### config.mk
export PLATFORM = sky130hd
export DESIGN_NAME = dmem_mmio_target
export DESIGN_NICKNAME = d
export VERILOG_FILES = /design/src/rtl/dmem_mmio_target.sv
export SDC_FILE = /design/constraint.sdc
export NUM_CORES = 2
export LEC_CHECK = 0
export CAP_MARGIN = 20
export CORE_MARGIN = 5
export CORE_UTILIZATION = 50
export DETAILED_ROUTE_END_ITERATION = 6
export PLACE_DENSITY = 0.66
export SLEW_MARGIN = 10
export SYNTH_ARGS = -nofsm -noshare
export SYNTH_HDL_FRONTEND = slang
export SYNTH_SLANG_ARGS = --single-unit
### constraint.sdc
create_clock -name clk -period 3.6 [get_ports clk]
set_input_delay 0.36 -clock clk [delete_from_list [all_inputs] [get_ports clk]]
set_output_delay 0.36 -clock clk [all_outputs]
set_load 0.03 [all_outputs]
### src/rtl/dmem_mmio_target.sv
// Data-side store responder: word RAM plus MMIO test-status FSM, console byte FIFO
// and store counter, giving the single-cycle core an in-design pass/fail signature.
module dmem_mmio_target #(
  parameter int DEPTH      = 64,
  parameter int FIFO_DEPTH = 8
) (
  input  logic        clk,
  input  logic        rst,
  input  logic        MemWrite,
  input  logic [31:0] ALUResult,
  input  logic [31:0] WriteData,
  output logic [31:0] ReadData,
  output logic        test_done,
  output logic        test_pass,
  output logic [31:0] fail_code,
  output logic        con_valid,
  output logic [7:0]  con_data,
  input  logic        con_ready,
  output logic        addr_err,
  output logic        con_ovf,
  output logic [31:0] store_cnt
);

  localparam int AW = $clog2(DEPTH);
  localparam int PW = $clog2(FIFO_DEPTH);
  localparam int CW = PW + 1;
  localparam logic [31:0] RAM_BYTES  = 32'(4 * DEPTH);
  localparam logic [31:0] ADDR_STAT  = 32'h8000_0000;
  localparam logic [31:0] ADDR_CONS  = 32'h8000_0004;
  localparam logic [31:0] ADDR_COUNT = 32'h8000_0008;

  localparam logic [1:0] ST_RUN  = 2'b00;
  localparam logic [1:0] ST_PASS = 2'b01;
  localparam logic [1:0] ST_FAIL = 2'b10;

  function automatic logic [31:0] satInc(input logic [31:0] v);
    return (v == 32'hFFFF_FFFF) ? v : v + 32'd1;
  endfunction

  logic [31:0]   mem     [DEPTH];
  logic [7:0]    fifoMem [FIFO_DEPTH];
  logic [PW-1:0] wrPtr, rdPtr;
  logic [CW-1:0] occ;
  logic [1:0]    state;

  logic          aligned, isRam, isStatus, isConsole, isCount, mapped;
  logic          accept, badStore, push, pop, fifoFull, pushOk;
  logic [AW-1:0] ramIdx;

  assign aligned   = (ALUResult[1:0] == 2'b00);
  assign isRam     = ~ALUResult[31] && (ALUResult < RAM_BYTES);
  assign isStatus  = (ALUResult == ADDR_STAT);
  assign isConsole = (ALUResult == ADDR_CONS);
  assign isCount   = (ALUResult == ADDR_COUNT);
  assign mapped    = aligned & (isRam | isStatus | isConsole | isCount);
  assign ramIdx    = ALUResult[AW+1:2];

  // Gating with rst keeps the unreset storage from taking a store on an edge held in reset.
  assign accept    = rst & MemWrite & mapped;
  assign badStore  = MemWrite & ~mapped;

  assign fifoFull  = (occ == CW'(FIFO_DEPTH));
  assign pop       = con_valid & con_ready;
  assign push      = accept & isConsole;
  assign pushOk    = push & (~fifoFull | pop);

  assign test_done = (state != ST_RUN);
  assign test_pass = (state == ST_PASS);
  assign con_valid = (occ != '0);
  assign con_data  = con_valid ? fifoMem[rdPtr] : 8'h00;

  always_ff @(posedge clk or negedge rst) begin
    if (!rst) begin
      state     <= ST_RUN;
      fail_code <= '0;
      store_cnt <= '0;
      addr_err  <= 1'b0;
      con_ovf   <= 1'b0;
      wrPtr     <= '0;
      rdPtr     <= '0;
      occ       <= '0;
    end else begin
      if (badStore) addr_err <= 1'b1;
      if (accept)   store_cnt <= satInc(store_cnt);
      // PASS and FAIL are terminal; STATUS stores after that are counted only.
      if (accept && isStatus && state == ST_RUN) begin
        if (WriteData == 32'd1) begin
          state <= ST_PASS;
        end else if (WriteData != 32'd0) begin
          state     <= ST_FAIL;
          fail_code <= WriteData;
        end
      end
      if (push && fifoFull && !pop) con_ovf <= 1'b1;
      if (pushOk) wrPtr <= wrPtr + PW'(1);
      if (pop)    rdPtr <= rdPtr + PW'(1);
      occ <= occ + CW'(pushOk) - CW'(pop);
    end
  end

  always_ff @(posedge clk) begin
    if (accept && isRam) mem[ramIdx] <= WriteData;
    if (pushOk)          fifoMem[wrPtr] <= WriteData[7:0];
  end

  always_comb begin
    ReadData = '0;
    if (aligned) begin
      if (isRam)          ReadData = mem[ramIdx];
      else if (isStatus)  ReadData = {30'b0, test_pass, test_done};
      else if (isConsole) ReadData = 32'(occ);
      else if (isCount)   ReadData = store_cnt;
    end
  end

endmodule
==> metrics.csv <==
metric;value;unit
global routing met3 resource utilization;7.83;%
share of synthesized area occupied by flip-flops and latches;77.3;%
Worst Path Required;3.24;ns
combined area of all synthesized cells;84500;µm²
MaxCap Viol Count;0;
adder-cell share of the synthesized area;0.142;%
Final Slew Violations;0;
Core Region;168000;µm²
fraction of power consumed by combinational cells;6.7;%
share of post-route cells with drive strength above 1;31.0;%
share of the clock period used by the worst path;100;%
FFs w/ async S/R, synth;3.56;%
clock group share of total power;41.4;%
cell types with the largest area share after synthesis;edfxtp_1, mux4_2, dfrtp_1, mux2i_1, nor2_1;
sort of element at the end of the critical path;primary output;
average wire per standard cell;37.2;µm
number of buffers added by the clock tree synthesis step;206;
distinct cell type count of the synthesized netlist;66;
IO Pins;177;
final count of hold timing violations;0;
NumNets Final;4663;
final worst clock skew;0.0153;ns
post-synthesis instance total;3955;
vias in the first global route;44800;
Slew headroom;28.2;%
fraction of synthesized cell area taken by the top area cell type;75.0;%
first-pass iteration count of the detailed router;6;
per-cell via count in the routed design;6.59;
highest ir drop seen on vdd;0.645;mV
largest family of logic cells by synthesized area;multiplexers;
Critical Setup Path Class;register to primary output;
TritonCTS sink count;2190;
max frequency;277;MHz
Die ar.;177000;µm²
Post CTS Setup Buffer Count;0;
Die Y;421;µm
synthesized net count;4032;
first-pass GRT wire length;360000;µm
fraction of power consumed by sequential logic;51.9;%
busiest grt layer;met2;
Total GRT Usage;29.1;%
measured slew at the worst slew-check pin;1.08;ns
total of endpoints with negative setup slack in the final report;2;
Sw Ratio;22.3;%
share of cell area taken by muxes after synthesis;15.4;%
gp weighted congestion;0.952;
maximum number of pins on one net before global-route repair;74;
area grow syn2layout;19.0;%
number of flops mapped to enable cells by yosys;2112;
final setup margin;-0.00945;ns
number of placement rows;150;
Synth Flop Type;edfxtp_1;
root buf cell;clkbuf_16;
Power Dens Cells;538;nW/µm²
violations in the final reports;DRC, setup timing;
compound-gate portion of the synthesized area;2.73;%
count of H-tree levels built during CTS;4;
Crit Path Max Fanout;1;
vias after detailed routing;46000;
count of synthesis-stage warnings from yosys;0;
switching power of the nets;12.0;mW
simple-gate area share of the yosys netlist;2.75;%
unrepaired setup endpoints after global routing;false;
most common cell after layout, fill and taps aside;edfxtp_1;
global routing met2 resource utilization;43.7;%
Worst Setup Start Kind;register;
detailed router's first-iteration violation count;7260;
fraction of synthesized cell area in xor and xnor cells;0.383;%
clock-pin transition on the worst setup and hold timing paths;0.06;ns
initial antenna violation count;27;
outcome;finished, violations left;
Die X-Extent;421;µm
type of the most critical hold path;input port to register;
cell type with the highest aggregate area in the netlist;edfxtp_1;
met1 track utilization from global routing;40.2;%
highest-count cells in the layout ignoring fill and taps;edfxtp_1, mux4_2, buf_4;
static power due to leakage;32.7;nW
drt drc;12;
total global routing overflow;0;
initial cell density of the core;50.4;%
TritonCTS clock tree;yes;
Routed Wire Length;260000;µm
cell-internal power;42.0;mW
total power consumption of the routed design;54.1;mW
Worst EP arrival;3.25;ns
average footprint of a synthesized cell;21.4;µm²
post-placement setup slack;-0.0785;ns
remaining antenna violation count after routing;0;
dpl hpwl;168000;µm
count of input and output buffers;176;
number of synthesized register bits;2190;
clock insertion delay at the later pin of the skew report;0.87;ns
post-layout min period;3.61;ns
maximum buffer depth of the clock tree;3;
-- cell usage after synthesis (11+ instances only) --
| library cell | n |
|---|---|
| and2_1 | 11 |
| a31oi_1 | 13 |
| a32o_1 | 29 |
| buf_1 | 28 |
| a22oi_1 | 18 |
| buf_2 | 97 |
| clkbuf_1 | 76 |
| mux2i_1 | 114 |
| nand2b_1 | 14 |
| mux2_2 | 50 |
| o22ai_1 | 59 |
| nor2_1 | 183 |
| mux4_2 | 504 |
| o21ai_0 | 46 |
| nand2_1 | 155 |
| a21oi_1 | 37 |
| edfxtp_1 | 2112 |
| dfrtp_1 | 78 |
| and3_1 | 18 |
| a211oi_1 | 20 |
| nor3_1 | 34 |
| nor4_1 | 20 |
| nand4_1 | 13 |
| xnor2_1 | 16 |
| xor2_1 | 21 |
| a2111oi_0 | 15 |
| o221ai_1 | 29 |
| nand3_1 | 17 |
| nor2b_1 | 14 |
| inv_1 | 13 |
-- layer usage --
layer | routed length (µm) | vias up
met2 | 118000 | 3156
met4 | 14400 | 16
met3 | 31900 | 607
met1 | 94800 | 24300
met5 | 138 | -
li1 | - | 17900
-- stage by stage --
step	cell area (µm²)	TNS, ns	util, %	hold WS, ns	std cells
detailed placement	93400	-0.184	55.7	0.269	6573
CTS	101000	0	60.0	0.0820	6967
finish	101000	-0.0186	60.0	0.113	6976
global placement	93400	-1.31	55.7	0.266	6573
floorplan	84500	-204.62	-	0.0644	3955
global route	101000	0	60.0	0.106	6967
-- final cells by class --
| cell class | instances | area [µm²] |
|---|---|---|
| timing repair buffer | 634 | 6620 |
| fill | 11700 | 67000 |
| sequential | 2190 | 65400 |
| clock buffer | 249 | 5360 |
| multi-input combinational | 1540 | 18700 |
| antenna | 9 | 22.5 |
| clock inverter | 136 | 1620 |
| inverter | 14 | 55.1 |
| tap | 2204 | 2760 |
-- critical path, stage by stage, from the launching register on --
cell       delay (ns)
edfxtp_1         0.33
nor2b_1          0.12
a2111oi_0        0.07
buf_4            0.17
nor4_1           0.83
a21oi_1          0.22
o41ai_2          0.26
buf_4            0.21
buf_4            0.17
-- power groups by stage --
| stage | clock network (mW) | registers, mW | logic, mW |
|---|---|---|---|
| 6_report | 22.4 | 28.1 | 3.63 |
| 5_1_grt | 23.7 | 28.1 | 3.77 |
| 4_1_cts | 22.6 | 28.1 | 3.62 |
| 3_5_place_dp | 0 | 28.6 | 3.60 |
| 3_3_place_gp | 0 | 28.6 | 3.56 |
| 2_1_floorplan | 0 | 28.5 | 1.79 |
-- sequential cells by signal (all words and copies together), names as in the netlist --
| register | flops |
|---|---|
| fail_code | 32 |
| mem | 2048 |
| wrPtr | 3 |
| rdPtr | 3 |
| occ | 4 |
| state | 2 |
| fifoMem | 64 |
| store_cnt | 32 |
| con_ovf | 1 |
| addr_err | 1 |
-- final timing paths --
kind / end / slack (ns) / start / depth (start not counted)
max in group asynchronous: rdPtr[1] / 2.21 / rst / 3
hold reg to reg: addr_err / 0.49 / addr_err / 1
hold / removal: addr_err / 0.11 / MemWrite / 2
min in group asynchronous: fail_code[28] / 0.36 / rst / 3
setup / recovery: ReadData[14] / -0.009 / mem[28][14] / 8
setup reg to reg: occ[2] / 0.88 / occ[2] / 13
-- timing repair --
action / CTS / global route
gates resized for setup: 14 / 10
gates cloned: 0 / 0
endpoints found under the hold margin: 50 / 0
setup endpoints to repair: 12 / 10
hold buffers: 9 / 0
-- logic make-up after synthesis --
kind of cell             after synthesis
XOR/XNOR                              37
AND/OR/NAND/NOR                      506
multiplexers                         668
buffers and inverters                225
AO/OA/AOI/OAI                        320
adder cells (fa/ha/maj)                9
flip-flops                          2190
Note: power is estimated with default switching activity, not from simulation.
